## src/rtl/stepper_pos_ctrl_if.sv

```systemverilog
// -----------------------------------------------------------------------------
// stepper_pos_ctrl_if
// Command channel between a position source and stepper_pos_ctrl.
//   cmd_valid  : source has a target position to deliver
//   cmd_ready  : controller can take a command this cycle
//   cmd_target : signed absolute target position (two's complement)
// A transfer happens on a clk edge where cmd_valid & cmd_ready are both high.
// -----------------------------------------------------------------------------
interface stepper_pos_ctrl_if #(
  parameter int WIDTH = 16
) ();
  logic             cmd_valid;
  logic             cmd_ready;
  logic [WIDTH-1:0] cmd_target;

  modport master (
    output cmd_valid,
    output cmd_target,
    input  cmd_ready
  );

  modport slave (
    input  cmd_valid,
    input  cmd_target,
    output cmd_ready
  );
endinterface

```

## src/rtl/stepper_pos_ctrl.sv

```systemverilog
// -----------------------------------------------------------------------------
// stepper_pos_ctrl
// Closed-loop position controller placed in front of a stepper phase
// generator. Takes a signed absolute target, sets the generator's dir, waits a
// dir-setup time with enable low, then enables motion and counts the fed-back
// step clock until the tracked position equals the target.
//
// Ports:
//   clk       system clock
//   rst       synchronous active-high reset
//   cmd       command channel (slave side): cmd_valid / cmd_ready / cmd_target
//   abort     stop the current move immediately (SETUP or MOVE only)
//   home      zero the position counter (IDLE only; blocks command accept)
//   step_in   step clock from the stepper; one rising edge = one step
//   dir       1 = position increments, 0 = decrements
//   enable    stepper enable, high only in MOVE
//   position  current signed position
//   busy      high in SETUP or MOVE
//   done      one-cycle pulse when a move completes at its target
//   aborted   one-cycle pulse when a move is terminated by abort
// -----------------------------------------------------------------------------
module stepper_pos_ctrl #(
  parameter int WIDTH     = 16,
  parameter int DIR_SETUP = 4
) (
  input  logic             clk,
  input  logic             rst,
  stepper_pos_ctrl_if.slave cmd,
  input  logic             abort,
  input  logic             home,
  input  logic             step_in,
  output logic             dir,
  output logic             enable,
  output logic [WIDTH-1:0] position,
  output logic             busy,
  output logic             done,
  output logic             aborted
);

  localparam logic [1:0] ST_IDLE  = 2'd0;
  localparam logic [1:0] ST_SETUP = 2'd1;
  localparam logic [1:0] ST_MOVE  = 2'd2;

  // Wide enough to hold DIR_SETUP-1 and never zero bits wide.
  localparam int CNT_W = (DIR_SETUP < 2) ? 1 : $clog2(DIR_SETUP);
  localparam logic [CNT_W-1:0] SETUP_LOAD = CNT_W'(DIR_SETUP - 1);

  logic [1:0]       r_state;
  logic [CNT_W-1:0] r_setup_cnt;
  logic [WIDTH-1:0] r_position;
  logic [WIDTH-1:0] r_target;
  logic             r_dir;
  logic             r_enable;
  logic             r_done;
  logic             r_aborted;
  logic             r_step_q;

  logic             w_step_edge;
  logic             w_cmd_ready;
  logic             w_accept;
  logic [WIDTH-1:0] w_pos_step;
  logic             w_hit;

  assign w_step_edge = step_in & ~r_step_q;
  assign w_cmd_ready = (r_state == ST_IDLE) & ~home & ~rst;
  assign w_accept    = cmd.cmd_valid & w_cmd_ready;

  // Position after one step in the current direction; wraps modulo 2^WIDTH.
  assign w_pos_step = r_dir ? (r_position + WIDTH'(1)) : (r_position - WIDTH'(1));
  assign w_hit      = (w_pos_step == r_target);

  always_ff @(posedge clk) begin
    if (rst) begin
      r_state     <= ST_IDLE;
      r_setup_cnt <= '0;
      r_position  <= '0;
      r_target    <= '0;
      r_dir       <= 1'b0;
      r_enable    <= 1'b0;
      r_done      <= 1'b0;
      r_aborted   <= 1'b0;
      r_step_q    <= 1'b0;
    end else begin
      r_step_q  <= step_in;
      r_done    <= 1'b0;
      r_aborted <= 1'b0;

      case (r_state)
        ST_IDLE: begin
          r_enable <= 1'b0;
          if (home) begin
            r_position <= '0;
          end else if (w_accept) begin
            if (cmd.cmd_target == r_position) begin
              // Already there: report completion without moving.
              r_done <= 1'b1;
            end else begin
              r_target    <= cmd.cmd_target;
              r_dir       <= ($signed(cmd.cmd_target) > $signed(r_position));
              r_setup_cnt <= SETUP_LOAD;
              r_state     <= ST_SETUP;
            end
          end
        end

        ST_SETUP: begin
          // dir is already stable here; enable stays low for the setup time.
          if (abort) begin
            r_state   <= ST_IDLE;
            r_enable  <= 1'b0;
            r_aborted <= 1'b1;
          end else if (r_setup_cnt == '0) begin
            r_state  <= ST_MOVE;
            r_enable <= 1'b1;
          end else begin
            r_setup_cnt <= r_setup_cnt - CNT_W'(1);
          end
        end

        ST_MOVE: begin
          if (w_step_edge) begin
            r_position <= w_pos_step;
          end
          // A step coincident with abort is counted first; if it lands on the
          // target the move is reported as completed rather than aborted.
          if (w_step_edge && w_hit) begin
            r_state  <= ST_IDLE;
            r_enable <= 1'b0;
            r_done   <= 1'b1;
          end else if (abort) begin
            r_state   <= ST_IDLE;
            r_enable  <= 1'b0;
            r_aborted <= 1'b1;
          end
        end

        default: begin
          r_state  <= ST_IDLE;
          r_enable <= 1'b0;
        end
      endcase
    end
  end

  assign cmd.cmd_ready = w_cmd_ready;
  assign dir           = r_dir;
  assign enable        = r_enable;
  assign position      = r_position;
  assign busy          = (r_state == ST_SETUP) | (r_state == ST_MOVE);
  assign done          = r_done;
  assign aborted       = r_aborted;

endmodule

```

## src/flat_wrapper.sv

```systemverilog
// flat-port wrapper written by rule: the top's interface ports become plain ports
module stepper_pos_ctrl_flat 
#(
  parameter int WIDTH     = 16,
  parameter int DIR_SETUP = 4
)
  (clk, rst, abort, home, step_in, dir, enable, position, busy, done, aborted, cmd_cmd_valid, cmd_cmd_target, cmd_cmd_ready);
  stepper_pos_ctrl_if #(.WIDTH(WIDTH)) cmd_i ();
  input  logic clk;
  input  logic rst;
  input  logic abort;
  input  logic home;
  input  logic step_in;
  output logic dir;
  output logic enable;
  output logic [WIDTH-1:0] position;
  output logic busy;
  output logic done;
  output logic aborted;
  input wire logic [$bits(cmd_i.cmd_valid)-1:0] cmd_cmd_valid;
  input wire logic [$bits(cmd_i.cmd_target)-1:0] cmd_cmd_target;
  output wire logic [$bits(cmd_i.cmd_ready)-1:0] cmd_cmd_ready;
  assign cmd_i.cmd_valid = cmd_cmd_valid;
  assign cmd_i.cmd_target = cmd_cmd_target;
  assign cmd_cmd_ready = cmd_i.cmd_ready;
  stepper_pos_ctrl #(.WIDTH(WIDTH), .DIR_SETUP(DIR_SETUP)) u_core (.clk(clk), .rst(rst), .cmd(cmd_i), .abort(abort), .home(home), .step_in(step_in), .dir(dir), .enable(enable), .position(position), .busy(busy), .done(done), .aborted(aborted));
endmodule
```

## config.mk

```make
export PLATFORM = sky130hd
export DESIGN_NAME = stepper_pos_ctrl_flat
export DESIGN_NICKNAME = d
export VERILOG_FILES = /design/src/rtl/stepper_pos_ctrl_if.sv /design/src/rtl/stepper_pos_ctrl.sv /design/src/flat_wrapper.sv
export SDC_FILE = /design/constraint.sdc
export NUM_CORES = 1
export LEC_CHECK = 0
export BUFFER_PORTS_ARGS = -buffer_cell sky130_fd_sc_hd__buf_2
export CAP_MARGIN = 25
export CORE_MARGIN = 5
export CORE_UTILIZATION = 35
export CTS_CLUSTER_DIAMETER = 100
export DETAILED_ROUTE_END_ITERATION = 10
export GPL_ROUTABILITY_DRIVEN = 1
export PLACE_DENSITY = 0.57
export SYNTH_ARGS = -nofsm -noshare
export SYNTH_HDL_FRONTEND = slang
export SYNTH_SLANG_ARGS = --single-unit
export TNS_END_PERCENT = 10
```

## constraint.sdc

```tcl
create_clock -name clk -period 9.9 [get_ports clk]
set_input_delay 0.495 -clock clk [delete_from_list [all_inputs] [get_ports clk]]
set_output_delay 0.495 -clock clk [all_outputs]
set_load 0.05 [all_outputs]
```

==> flow_summary.ini <==
[pwr]
power_density_nw_per_um2 = 176.6
ir_drop_mv = 0.05796
leakagePower_nw = 1.398
total_power_mw = 0.6115

[clocking]
clk_pin_slew_ns = 0.09
numCtsBuffers = 5
cts-htree-levels = 2
cts.sinks = 41
cts_tree = built
ctsResizeCount = 0
cts_setup_buffers = 0
clockRootBuffer = clkbuf_8
clock_latency_ns = 0.30
clock_path_buffers = 2
cts_hold_buf = 0

[critical_path]
crit_arrival_ns = 3.96
crit_required_ns = 10.08
r2r-start = u_core.dir$_SDFFE_PP0P_
crit_type = reg -> reg
cp-end-kind = flop
crit_path_start_kind = flop
crit_fanout = 16
crit_start = u_core.dir$_SDFFE_PP0P_

[sta]
hold_violations = 0
final.setup.tns_ns = 0
period_share_pct = 38.21
whs_ns = 0.4207
setup_viol = 0
slew_headroom_pct = 38.12
drv_slew = 0
fmaxAchievable_mhz = 264.4
worst-slew-pin-transition_ns = 0.9247
rsz0062_at_grt = false
layout_min_cycle_time_ns = 3.783
skew_ns = 0.01037

[placed_design]
hpwlAfterDp_um = 5642
place.gp.congestion = 0.8981
port_buffers = 43

[run_status]
status = finished clean

[logic_synthesis]
synthSimpleGateAreaFrac_pct = 16.60
synth_top_family_by_area = compound AO/OA/AOI/OAI gates
synth_xor_area_share_pct = 11.02
synth.area.mux_share_pct = 6.230
async_flop_share_pct = 0
yosysWarnings = 0
synth_fa_ha_area_share_pct = 14.59
avgSynthCellArea_sq_um = 8.480
synth_compound_area_share_pct = 20.00
ys_types = 50
netlist_area_sq_um = 3053
seq_area_frac_synth_pct = 26.89
syn_nets = 417
synth-edff-count = 0
ys_ff_latch = 41
netlist_instances = 360
ys.flop_type = dfxtp_1

[global_route]
grt_max_degree = 44
antenna_found_initial = 0
grt_overflow = 0
grt_first_pass_wirelength_um = 12260
grt_use_total_pct = 14.58
grt_pass1_vias = 2502

[detailed_routing]
drc = 0
wl_per_cell_um = 14.54
via_per_inst = 5.053
wirelength_um = 7402
drtPass1Iterations = 4
dr_total_vias = 2572
drt_iter0_markers = 138
ant_nets = 0

[floorplanning]
dieArea_sq_um = 10690
row_count = 34
initial_core_util_pct = 35.53
ios = 44
die-height_um = 103.4
coreArea_sq_um = 8593
die_w_um = 103.4

[layout]
antenna_cells = 0
nNetsFinal = 457
syn2layout_area_growth_pct = 13.40
utilization_pct = 40.29
layout-drive-gt1-share_pct = 15.71

[job]
maxCapViolations = 0

[min_path]
min_from = step_in
hold_path_class = in -> reg
## layout by cell type (no fill, tap or decap), types with 2 or more instances in the layout
cell type / Yosys / final
nor2_1: 50 / 49
buf_2: 0 / 43
dfxtp_1: 41 / 41
ha_1: 34 / 34
inv_1: 26 / 26
xnor2_1: 23 / 23
nand2_1: 20 / 20
mux2i_1: 19 / 19
a21oi_1: 18 / 18
o21ai_0: 13 / 13
a22oi_1: 13 / 13
xor2_1: 11 / 11
o21a_1: 7 / 7
a21o_1: 6 / 6
nand4_1: 5 / 5
o211ai_1: 5 / 5
nor2b_1: 5 / 5
clkbuf_8: 0 / 5
and3_1: 4 / 4
a31oi_1: 4 / 4
or3_1: 4 / 4
nor3_1: 4 / 4
nand2b_1: 3 / 3
o31a_1: 3 / 3
o21bai_1: 2 / 2
nand3_1: 2 / 2
a311oi_1: 2 / 2
o31ai_1: 2 / 2
clkinv_2: 0 / 2
buf_4: 0 / 2
## cell usage after synthesis (3+ instances only)
library cell / instances / share of area [%]
inv_1: 26 / 3.2
o31a_1: 3 / 0.86
o211ai_1: 5 / 1.2
nand4_1: 5 / 1.0
o21ai_0: 13 / 2.1
a21oi_1: 18 / 3.0
clkbuf_1: 11 / 1.4
a31oi_1: 4 / 0.82
dfxtp_1: 41 / 27
or3_1: 4 / 0.82
and3_1: 4 / 0.82
nand2_1: 20 / 2.5
xnor2_1: 23 / 6.6
ha_1: 34 / 14
xor2_1: 11 / 3.2
nor3_1: 4 / 0.66
nand2b_1: 3 / 0.61
mux2i_1: 19 / 6.2
nor2b_1: 5 / 1.0
nor2_1: 50 / 6.1
o21a_1: 7 / 1.7
a21o_1: 6 / 1.5
a22oi_1: 13 / 3.2
## worst paths after layout
| kind | end | slack (ns) | depth (start not counted) |
|---|---|---|---|
| setup / recovery | u_core.enable$_SDFFE_PP0P_ | 6.12 | 11 |
| hold / removal | u_core.r_step_q$_SDFF_PP0_ | 0.42 | 2 |
| setup reg to reg | u_core.enable$_SDFFE_PP0P_ | 6.12 | 11 |
| hold reg to reg | u_core.enable$_SDFFE_PP0P_ | 0.47 | 2 |
## worst max-delay path, cell delays in order (launching register included)
cell and delay, ns:
dfxtp_1 0.36, inv_1 0.48, ha_1 0.40, a21o_1 0.23
o21bai_1 0.23, a31oi_2 0.37, o21ai_0 0.26, or3_1 0.47
a2111oi_4 0.38, a31oi_1 0.21, nor2_1 0.17, o22ai_1 0.10
## layout make-up
| class | instances | area, sq um |
|---|---|---|
| Clock buffer | 5 | 68.82 |
| Clock inverter | 3 | 17.52 |
| Fill cell | 877 | 5131 |
| Inverter | 26 | 97.59 |
| Multi-Input combinational cell | 281 | 2092 |
| Sequential cell | 41 | 820.8 |
| Tap cell | 108 | 135.1 |
| Timing Repair Buffer | 45 | 230.2 |
## metrics by stage
step	cell area [sq um]	cells	setup slack, ns
2_1_floorplan	3053	360	6.157
3_3_place_gp	3376	501	6.288
3_5_place_dp	3376	501	6.133
4_1_cts	3462	509	6.112
5_1_grt	3462	509	5.793
6_report	3462	509	6.117
## sequential cells by signal, indices dropped and copies added (netlist names)
signal and flops:
u_core.enable 1, u_core.r_state 2, u_core.aborted 1, u_core.r_step_q 1
u_core.done 1, u_core.r_target 16, u_core.dir 1, u_core.position 16
u_core.r_setup_cnt 2
## power by group
group          total [mW]  leakage [nW]  switching [mW]  internal (mW)
sequential          0.192         0.332          0.0114          0.180
clock               0.111        0.0439          0.0627         0.0488
combinational       0.308          1.02           0.190          0.118
total               0.611          1.40           0.264          0.347
## layer usage
layer	global-route usage, %	routed length, um
met2	23.09	3234
met5	0	0
met4	3.287	57
met1	20.65	3778
met3	2.616	333
## logic make-up after synthesis
kind of cell	count (synthesis)
DFF	41
xor gates and xnor gates	36
buffers and inverters	38
adders and majority gates	35
muxes	19
AOI/OAI and AO/OA	85
and+or+nand+nor	106
Power figures use the tool's default switching activity.
